===== config.mk =====
export PLATFORM = sky130hd
export DESIGN_NAME = alu_share_arbiter
export DESIGN_NICKNAME = d
export VERILOG_FILES = /design/src/rtl/alu_share_arbiter.sv
export SDC_FILE = /design/constraint.sdc
export NUM_CORES = 1
export LEC_CHECK = 0
export CORE_MARGIN = 5
export CORE_UTILIZATION = 40
export CTS_CLUSTER_DIAMETER = 100
export DETAILED_ROUTE_END_ITERATION = 12
export PLACE_DENSITY = 0.95
export SYNTH_ARGS = -nofsm -noshare
export SYNTH_HDL_FRONTEND = slang
export SYNTH_SLANG_ARGS = --single-unit

===== constraint.sdc =====
create_clock -name clk -period 2.8 [get_ports clk]
set_clock_uncertainty 0.2 [all_clocks]
set_input_delay 0.7 -clock clk [delete_from_list [all_inputs] [get_ports clk]]
set_output_delay 0.7 -clock clk [all_outputs]
set_load 0.005 [all_outputs]

===== src/rtl/alu_share_arbiter.sv =====
// alu_share_arbiter
// Shares one execute-stage ALU between the main pipeline (requester 0) and the
// auxiliary/address unit (requester 1). Round-robin under contention, one
// operation in flight, registered ALU drive and a response register that holds
// under back-pressure.
//
// Build option: ALU_SHARE_OPCODE_CHECK_EN
//   When defined, opcodes outside the legal set are answered directly with
//   rsp_err=1 (one cycle after the handshake) and never reach the ALU.
//   When undefined, every opcode is issued and rsp_err is tied low.
//
// state | meaning
// ------+-----------------------------------------------------------
// IDLE  | waiting for a request; req_ready asserted for the grantee
// EXEC  | issue registers drive the ALU for exactly one cycle
// RESP  | response held on rsp_* until rsp_ready
module alu_share_arbiter #(
  parameter int DW  = 32,
  parameter int OPW = 5
) (
  input  logic           clk,
  input  logic           rst,
  input  logic [1:0]     req_valid,
  output logic [1:0]     req_ready,
  input  logic [DW-1:0]  req_a_0,
  input  logic [DW-1:0]  req_b_0,
  input  logic [OPW-1:0] req_op_0,
  input  logic [DW-1:0]  req_a_1,
  input  logic [DW-1:0]  req_b_1,
  input  logic [OPW-1:0] req_op_1,
  output logic [DW-1:0]  a_tmp_alu,
  output logic [DW-1:0]  b_tmp_alu,
  output logic [OPW-1:0] opcode_tmp_alu,
  input  logic [DW-1:0]  result_alu,
  input  logic           carry_alu,
  output logic           rsp_valid,
  input  logic           rsp_ready,
  output logic           rsp_id,
  output logic [DW-1:0]  rsp_result,
  output logic           rsp_carry,
  output logic           rsp_err
);

  typedef enum logic [1:0] {
    IDLE = 2'd0,
    EXEC = 2'd1,
    RESP = 2'd2
  } state_t;

  state_t         state;
  logic           last_grant;
  logic [DW-1:0]  a_q;
  logic [DW-1:0]  b_q;
  // Opcode register: carries the issued opcode only while in EXEC, NOP otherwise.
  logic [OPW-1:0] op_q;
  logic           id_q;

  logic           any_valid;
  logic           grant;
  logic [DW-1:0]  sel_a;
  logic [DW-1:0]  sel_b;
  logic [OPW-1:0] sel_op;

`ifdef ALU_SHARE_OPCODE_CHECK_EN
  function automatic logic is_legal(input logic [OPW-1:0] op);
    is_legal = (op <= OPW'(11)) ||
               (op == OPW'(24)) || (op == OPW'(26)) || (op == OPW'(27)) ||
               (op == OPW'(28)) || (op == OPW'(30));
  endfunction
`endif

  // Round-robin grant and same-cycle ready for the granted requester.
  always_comb begin
    any_valid = |req_valid;
    if (req_valid == 2'b11) begin
      grant = ~last_grant;
    end else begin
      grant = req_valid[1];
    end
    sel_a  = grant ? req_a_1  : req_a_0;
    sel_b  = grant ? req_b_1  : req_b_0;
    sel_op = grant ? req_op_1 : req_op_0;
    req_ready = 2'b00;
    if ((state == IDLE) && any_valid) begin
      req_ready = grant ? 2'b10 : 2'b01;
    end
  end

  // Sequencer: issue registers, ALU capture and response hold.
  always_ff @(posedge clk) begin
    if (rst) begin
      state      <= IDLE;
      last_grant <= 1'b1;
      a_q        <= '0;
      b_q        <= '0;
      op_q       <= '0;
      id_q       <= 1'b0;
      rsp_valid  <= 1'b0;
      rsp_id     <= 1'b0;
      rsp_result <= '0;
      rsp_carry  <= 1'b0;
`ifdef ALU_SHARE_OPCODE_CHECK_EN
      rsp_err    <= 1'b0;
`endif
    end else begin
      case (state)
        IDLE: begin
          if (any_valid) begin
            a_q        <= sel_a;
            b_q        <= sel_b;
            id_q       <= grant;
            last_grant <= grant;
`ifdef ALU_SHARE_OPCODE_CHECK_EN
            if (!is_legal(sel_op)) begin
              // Answer directly; the ALU keeps seeing NOP.
              op_q       <= '0;
              rsp_valid  <= 1'b1;
              rsp_err    <= 1'b1;
              rsp_result <= '0;
              rsp_carry  <= 1'b0;
              rsp_id     <= grant;
              state      <= RESP;
            end else begin
              op_q  <= sel_op;
              state <= EXEC;
            end
`else
            op_q  <= sel_op;
            state <= EXEC;
`endif
          end
        end
        EXEC: begin
          rsp_result <= result_alu;
          rsp_carry  <= carry_alu;
          rsp_id     <= id_q;
          rsp_valid  <= 1'b1;
`ifdef ALU_SHARE_OPCODE_CHECK_EN
          rsp_err    <= 1'b0;
`endif
          op_q       <= '0;
          state      <= RESP;
        end
        RESP: begin
          if (rsp_ready) begin
            rsp_valid <= 1'b0;
            state     <= IDLE;
          end
        end
        default: begin
          state <= IDLE;
        end
      endcase
    end
  end

`ifndef ALU_SHARE_OPCODE_CHECK_EN
  assign rsp_err = 1'b0;
`endif

  assign a_tmp_alu      = a_q;
  assign b_tmp_alu      = b_q;
  assign opcode_tmp_alu = op_q;

endmodule

Word level (Yosys, flattened, before mapping)
Index checks and enable logic that the tools add are counted.

Logic and storage cells: 38. Flip-flop bits (word level): 108.

Bitwise logic cells: 1. Equal/unequal tests: 5. Reductions and logical operators: 9. Mux-type cells: 13.

Operator list (number): 32-bit two-way mux (2); 5-bit two-way mux (2); 5-bit one-hot mux with 2 select lines (1); 2-bit two-way mux (4); 2-bit AND reduction (4); 2-bit one-hot mux with 3 select lines (1); 2-bit equality test (second input constant) (2); 2-bit != test (second input constant) (2); 2-bit nonzero test (2); 2-bit by 1-bit equality test with 1-bit output (second input constant) (1); 2-bit zero test (1); 1-bit two-way mux (2); 1-bit one-hot mux with 2 select lines (1); 2-bit OR reduction (1); 1-bit logical AND (1); 1-bit inverter (1).

Logic depth before layout (Yosys ltp)
Gate-level depths: netlist of the first run.

Depth after elaboration: 5. Depth in mapped cells: 5. Mapped depth without buffers: 3.

Worst setup path before layout of the first run
No wires, ideal clock.

Path type: input to output. From: input req_valid[1]. To: output req_ready[0]. Data arrival time: 1108 ps. Slack: 792 ps. Stages: 3. Path through: nand2b_1 buf_4 and3_1.

Cells in the longest elaborated chain, start to end: 4. Elaborated cells on any way between the ends: 6. Those cells by class: eq/ne (1); mux (3); reduce/logical (2).

RTL lines: start, declared (RTL line 23) `input logic [1:0] req_valid,`; 2-bit equality test (RTL line 75) `if (req_valid == 2'b11) begin`; 1-bit two-way mux (RTL line 75); 2-bit two-way mux (RTL line 85) `req_ready = grant ? 2'b10 : 2'b01;`; 2-bit two-way mux (*) (RTL line 84) `if ((state == IDLE) && any_valid) begin`; end, declared (RTL line 24) `output logic [1:0] req_ready,`.

Mark *: on every way between the ends. The rest lies on a longest branch, timed or not.

Worst setup path after layout of the first run
From: input req_valid[1]. To: output req_ready[1].

The elaborated chain is that of the path after synthesis.

==> impl_metrics.py, run 1 <==
metrics = {
    "yosys": {
        "synthDistinctLibCells": 31,
        "number_of_enable_flip_flop_cells_after_synthesis": 0,
        "synth_top_flop_cell": "sky130_fd_sc_hd__dfxtp_1",
        "main_area_contributors_after_synthesis": "sky130_fd_sc_hd__dfxtp_1 47%, sky130_fd_sc_hd__a31oi_1 8.7%, sky130_fd_sc_hd__nand4_1 8.7%, sky130_fd_sc_hd__nand3_1 6.9%, sky130_fd_sc_hd__o21ai_0 6.6%",
        "ys_ff_latch": 108,
        "synth_nets": 748,
        "synthesis.yosys.warnings": 0,
        "synthesis.area_mm2": 0.00462,
        "synth_async_sr_flop_share": 0,
        "postSynthAreaPerCell_um2": 8.08,
        "postSynthCellCount": 572,
        "seq_area_frac_synth": 0.468,
        "yosysTopAreaCellShare": 0.468,
        "synth.largest_area_cell": "sky130_fd_sc_hd__dfxtp_1",
    },
    "clock_tree": {
        "cts.clk_slew.worst_paths_ns": 0.07,
        "cts-root-buf": "sky130_fd_sc_hd__clkbuf_16",
        "numCtsBuffers": 9,
        "clkLatencyLatePin_ns": 0.33,
        "h_tree_level_count": 3,
        "bufs_on_longest_clock_path": 2,
        "tritoncts": "done",
        "numClockSinks": 108,
    },
    "placement": {
        "detailedPlacementHpwl_um": 12000,
        "place_area_mm2": 0.00741,
        "place.gp.congestion": 0.853,
        "dp_cells": 940,
        "buffers_on_ports": 281,
    },
    "power": {
        "power.combinational.fraction": 0.255,
        "worst_ir_drop_vdd_mv": 0.313,
        "p_leak_nw": 2.65,
        "p_sw_w": 0.00109,
        "clock_share_of_power": 0.315,
        "power_density_mw_per_mm2": 525,
        "switching_share": 0.269,
        "internal_power_w": 0.00296,
        "power.share.sequential": 0.430,
    },
    "finish": {
        "area_growth_syn_to_layout_pct": 66.8,
        "final_core_util": 0.678,
        "layoutNonFillerInstCount": 956,
        "nFillCells": 899,
        "layout-drive-gt1-share": 0.0480,
        "finish.net_count": 984,
        "fin_area_mm2": 0.00771,
        "insertedDiodeCount": 0,
    },
    "sta": {
        "final-setup-viol-count": 0,
        "final-hold-violation-count": 0,
        "slew_headroom": 0.247,
        "min_period_over_period": 0.970,
        "tightestPinTransition_ns": 1.13,
        "max_freq_mhz": 368,
        "unrepaired_setup_endpoints_after_global_routing": "false",
        "timing.setup.tns_ns": 0,
        "timing_max_transition_violations_final": 0,
        "final.min_clock_period_ns": 2.72,
    },
    "global_routing": {
        "grt_first_pass_wirelength_um": 26600,
        "grt_use_total": 0.231,
        "vias_in_the_first_global_route": 5122,
        "globalRoute.totalOverflow": 0,
        "grt_antenna_before_repair": 0,
        "maximum_number_of_pins_on_one_net_before_global_route_repair": 82,
    },
    "worst_setup_path": {
        "cp-end-kind": "output pin",
        "timing.critical_path.fanout_max": 3,
        "worst_setup_sp_type": "primary input",
        "worstPathRequired_ns": 1.90,
        "setup.worst_path.class": "in2out",
        "cp.arrival_ns": 1.82,
    },
    "floorplanning": {
        "cell_row_count": 39,
        "floorplan.initialDensity": 0.406,
        "core_area_mm2": 0.0114,
        "die_x_um": 117,
        "ioPinCount": 283,
        "die_area_mm2": 0.0138,
        "die_height_um": 117,
    },
    "drt": {
        "drt_pass_1_iters": 5,
        "totalWireLength_um": 17100,
        "drt-initial-drc-count": 399,
        "vias_post_dr": 5406,
        "routed_wire_per_std_cell_um": 17.9,
        "postRouteAntennaNets": 0,
        "drc_viols": 0,
        "via_per_instance_ratio": 5.65,
    },
    "worst_hold_path": {
        "hold_class": "reg2reg",
    },
    "run": {
        "cap_violations": 0,
    },
    "run_status": {
        "result_of_the_run": "finished clean",
    },
}
## layer usage
layer / share of wire / track usage / up-vias
li1: - / - / 2587
met1: 0.38 / 0.265 / 2515
met2: 0.49 / 0.400 / 268
met3: 0.10 / 0.0778 / 36
met4: 0.026 / 0.0796 / 0
met5: 0 / 0 / -
## per-stage QoR
stage                     total power, W  setup slack [ns]  hold WS (ns)
after floorplan                  0.00220             0.792         0.232
after global placement           0.00278            -0.170         0.241
after detailed placement         0.00280            -0.181         0.246
after CTS                        0.00407            0.0772         0.256
after global routing             0.00424            0.0325         0.277
final                            0.00405            0.0843         0.255
## power by group through the flow
stage	combinational (W)	clock (W)	sequential (W)
after floorplan	0.000418	0	0.00178
after global placement	0.00101	0	0.00177
after detailed placement	0.00103	0	0.00177
after CTS	0.00103	0.00130	0.00174
after global routing	0.00111	0.00137	0.00175
final	0.00103	0.00128	0.00174
## state kept, by name, indices dropped and copies added (netlist names)
signal	count
rsp_carry	1
rsp_valid	1
opcode_tmp_alu	5
last_grant	1
a_tmp_alu	32
id_q	1
rsp_result	32
b_tmp_alu	32
state	2
rsp_id	1
## timing repair
action / in CTS / in global routing
setup endpoints to repair: 2 / 0
gates resized for setup: 1 / 0
hold buffers: 0 / 0
hold endpoints to repair: 0 / 0
setup buffers: 0 / 0
## Yosys cell counts (2+ instances only)
library cell	number
sky130_fd_sc_hd__a21oi_1	36
sky130_fd_sc_hd__clkbuf_1	40
sky130_fd_sc_hd__nand2_1	68
sky130_fd_sc_hd__buf_2	16
sky130_fd_sc_hd__nor2_1	5
sky130_fd_sc_hd__nand3_1	64
sky130_fd_sc_hd__and4b_1	6
sky130_fd_sc_hd__o21ai_1	4
sky130_fd_sc_hd__clkbuf_4	2
sky130_fd_sc_hd__a31oi_1	64
sky130_fd_sc_hd__buf_1	2
sky130_fd_sc_hd__nand4_1	64
sky130_fd_sc_hd__nand2b_1	3
sky130_fd_sc_hd__inv_1	2
sky130_fd_sc_hd__o21ai_0	61
sky130_fd_sc_hd__dfxtp_1	108
sky130_fd_sc_hd__buf_4	9
sky130_fd_sc_hd__a221o_1	5
## worst max-delay path: stages
cell,delay [ns]
sky130_fd_sc_hd__dlygate4sd2_1,0.25
sky130_fd_sc_hd__a21boi_4,0.19
sky130_fd_sc_hd__and2_1,0.17
sky130_fd_sc_hd__clkdlybuf4s50_1,0.51
## cells by family after synthesis
group | count (synthesis) | synth area share
and+or+nand+nor | 217 | 0.242
DFF | 108 | 0.468
buffers and inverters | 72 | 0.0734
AOI/OAI and AO/OA | 174 | 0.216
other | 1 | 0.000812
## layout by cell type (no fill, tap or decap), drive strengths merged
| cell | count |
|---|---|
| clkdlybuf4s50 | 278 |
| dfxtp | 108 |
| nand2 | 68 |
| o21ai | 65 |
| nand3 | 64 |
| nand4 | 64 |
| a31oi | 64 |
| a21oi | 37 |
| buf | 16 |
| clkbuf | 10 |
| and4b | 6 |
| nor2 | 6 |
| a221o | 5 |
| clkinv | 3 |
| nand2b | 3 |
| inv | 3 |
| and3 | 1 |
| a21boi | 1 |
| and2 | 1 |
| nor2b | 1 |
| or2 | 1 |
| or3 | 1 |
| nor3 | 1 |
| a211o | 1 |
| a211oi | 1 |
| conb | 1 |
| clkinvlp | 1 |
| bufinv | 1 |
| dlygate4sd2 | 1 |
## worst paths after layout
path                                from                     endpoint  slack [ns]  depth (start not counted)
max                         req_valid[1]                 req_ready[1]        0.08                          4
min          rsp_result[18]$_SDFFE_PP0P_  rsp_result[18]$_SDFFE_PP0P_        0.25                          2
max reg2reg        state[0]$_SDFFE_PP0P_    b_tmp_alu[9]$_SDFFE_PP0P_        0.60                          3
min reg2reg  rsp_result[18]$_SDFFE_PP0P_  rsp_result[18]$_SDFFE_PP0P_        0.25                          2
## area by class of cell
type	count	area (um2)	share of cell area
Inverter	2	7.51	0.000974
Sequential cell	108	2160	0.281
Multi-Input combinational cell	392	2140	0.277
Timing Repair Buffer	295	2920	0.379
Clock buffer	10	239	0.0310
Clock inverter	6	61.3	0.00795
Tap cell	143	179	0.0232
Note: power is estimated with default switching activity, not from simulation.
==> run 2: changes to the inputs <==
--- a/config.mk
+++ b/config.mk
@@ -5,7 +5,6 @@
 export SDC_FILE = /design/constraint.sdc
 export NUM_CORES = 1
 export LEC_CHECK = 0
-export CORE_MARGIN = 5
 export CORE_UTILIZATION = 40
 export CTS_CLUSTER_DIAMETER = 100
 export DETAILED_ROUTE_END_ITERATION = 12
==> run 2 against run 1 <==
Net effect: power decreased by 1.1%; global-route usage increased by 3.2 points; via count is the same; non-clock buffer count unchanged; die area fell by 13%.
==> impl_metrics.py, run 2 (same netlist as run 1, synthesis figures left out) <==
metrics = {
    "run_status": {
        "result_of_the_run": "finished clean",
    },
    "finish": {
        "area_of_the_multi_input_gates_mm2": 0.00214,
        "nFillCells": 814,
        "layout-drive-gt1-share": 0.0468,
        "final_cell_mix": "278 x sky130_fd_sc_hd__clkdlybuf4s50_1, 108 x sky130_fd_sc_hd__dfxtp_1, 68 x sky130_fd_sc_hd__nand2_1",
        "finish.net_count": 984,
        "insertedDiodeCount": 0,
        "area_growth_syn_to_layout_pct": 66.6,
        "seqCellArea_mm2": 0.00216,
        "layout_commonest_cell": "sky130_fd_sc_hd__clkdlybuf4s50_1",
        "layoutNonFillerInstCount": 952,
    },
    "drt": {
        "drt_pass_1_iters": 6,
        "totalWireLength_um": 16300,
        "drc_viols": 0,
        "postRouteAntennaNets": 0,
        "routed_wire_per_std_cell_um": 17.1,
        "drt-initial-drc-count": 373,
        "via_per_instance_ratio": 5.68,
        "vias_post_dr": 5406,
    },
    "clock_tree": {
        "bufs_on_longest_clock_path": 2,
        "tritoncts": "done",
        "numClockSinks": 108,
        "clkLatencyLatePin_ns": 0.33,
        "numCtsBuffers": 9,
        "cts-root-buf": "sky130_fd_sc_hd__clkbuf_16",
        "cts.clk_slew.worst_paths_ns": 0.08,
        "h_tree_level_count": 3,
        "cts_setup_buffers": 0,
    },
    "floorplanning": {
        "die_area_mm2": 0.0120,
        "die_x_um": 109,
        "floorplan.initialDensity": 0.419,
        "die_height_um": 109,
        "ioPinCount": 283,
        "core_area_mm2": 0.0110,
        "cell_row_count": 38,
    },
    "worst_setup_path": {
        "worst_setup_sp_type": "primary input",
        "cp.arrival_ns": 1.82,
        "setup.worst_path.class": "in2out",
        "timing.critical_path.fanout_max": 3,
        "cp-end-kind": "output pin",
        "worstPathRequired_ns": 1.90,
    },
    "sta": {
        "postLayoutSetupSlackWorst_ns": 0.0812,
        "max_freq_mhz": 368,
        "slew_headroom": 0.483,
        "timing_max_transition_violations_final": 0,
        "min_period_over_period": 0.971,
        "final-hold-violation-count": 0,
        "final-setup-viol-count": 0,
        "unrepaired_setup_endpoints_after_global_routing": "false",
        "final.min_clock_period_ns": 2.72,
        "tightestPinTransition_ns": 0.775,
        "whs_ns": 0.251,
    },
    "placement": {
        "buffers_on_ports": 281,
        "dp_cells": 937,
        "place.gp.congestion": 0.805,
        "detailedPlacementHpwl_um": 11100,
        "pre_cts_slack_ns": -0.177,
    },
    "power": {
        "p_leak_nw": 2.64,
        "power_density_mw_per_mm2": 520,
        "internal_power_w": 0.00288,
        "clock_share_of_power": 0.307,
        "power.total_w": 0.00400,
        "power.share.sequential": 0.435,
        "power.combinational.fraction": 0.258,
        "switching_share": 0.279,
        "worst_ir_drop_vdd_mv": 0.298,
        "p_sw_w": 0.00112,
    },
    "worst_hold_path": {
        "hold_class": "reg2reg",
    },
    "global_routing": {
        "maximum_number_of_pins_on_one_net_before_global_route_repair": 74,
        "globalRoute.totalOverflow": 0,
        "grt_antenna_before_repair": 1,
        "grt_use_total": 0.263,
        "grt_first_pass_wirelength_um": 24800,
        "vias_in_the_first_global_route": 4996,
    },
    "run": {
        "cap_violations": 0,
    },
}
[run 2: path summary, 6_finish.rpt]
check	startpoint	slack, ns	end	cells past startpoint
hold reg to reg	id_q$_SDFFE_PP0P_	0.25	rsp_id$_SDFFE_PP0P_	2
setup / recovery	req_valid[1]	0.08	req_ready[1]	4
setup reg to reg	state[1]$_SDFFE_PP0P_	0.54	last_grant$_SDFFE_PP1P_	4
hold / removal	id_q$_SDFFE_PP0P_	0.25	rsp_id$_SDFFE_PP0P_	2
[run 2: power groups by stage]
stage,clock [W],sequential [W],combinational [W]
final,0.00123,0.00174,0.00103
after global routing,0.00132,0.00176,0.00112
after CTS,0.00126,0.00174,0.00103
after detailed placement,0,0.00178,0.00103
after global placement,0,0.00177,0.00102
after floorplan,0,0.00178,0.000418
[run 2: critical path, cell delays in order]
cell and delay (ns):
sky130_fd_sc_hd__dlygate4sd2_1 0.25, sky130_fd_sc_hd__a21boi_4 0.19, sky130_fd_sc_hd__and2_1 0.16, sky130_fd_sc_hd__clkdlybuf4s50_1 0.51
[run 2: metal layers]
metal,GRT usage,routed length (um),up-vias
li1,-,-,2590
met1,0.300,6110,2500
met2,0.446,7990,267
met3,0.0812,1580,47
met4,0.126,586,2
met5,0,11,-
[run 2: cell type report]
cell class	count	share of cell area
Timing Repair Buffer	295	0.381
Multi-Input combinational cell	392	0.278
Tap cell	140	0.0227
Sequential cell	108	0.281
Clock buffer	10	0.0310
Inverter	2	0.000975
Clock inverter	5	0.00585
[run 2: through the flow]
stage	instance area [um2]	utilization	TNS, ns
floorplan	4620	-	0
global placement	7420	0.672	-0.245
detailed placement	7420	0.672	-0.281
CTS	7700	0.698	0
global route	7700	0.698	0
finish	7700	0.698	0
[run 2: what timing repair did]
item                       CTS  global route
resized for setup            1             0
hold buffers                 0             0
setup endpoints to repair    2             0
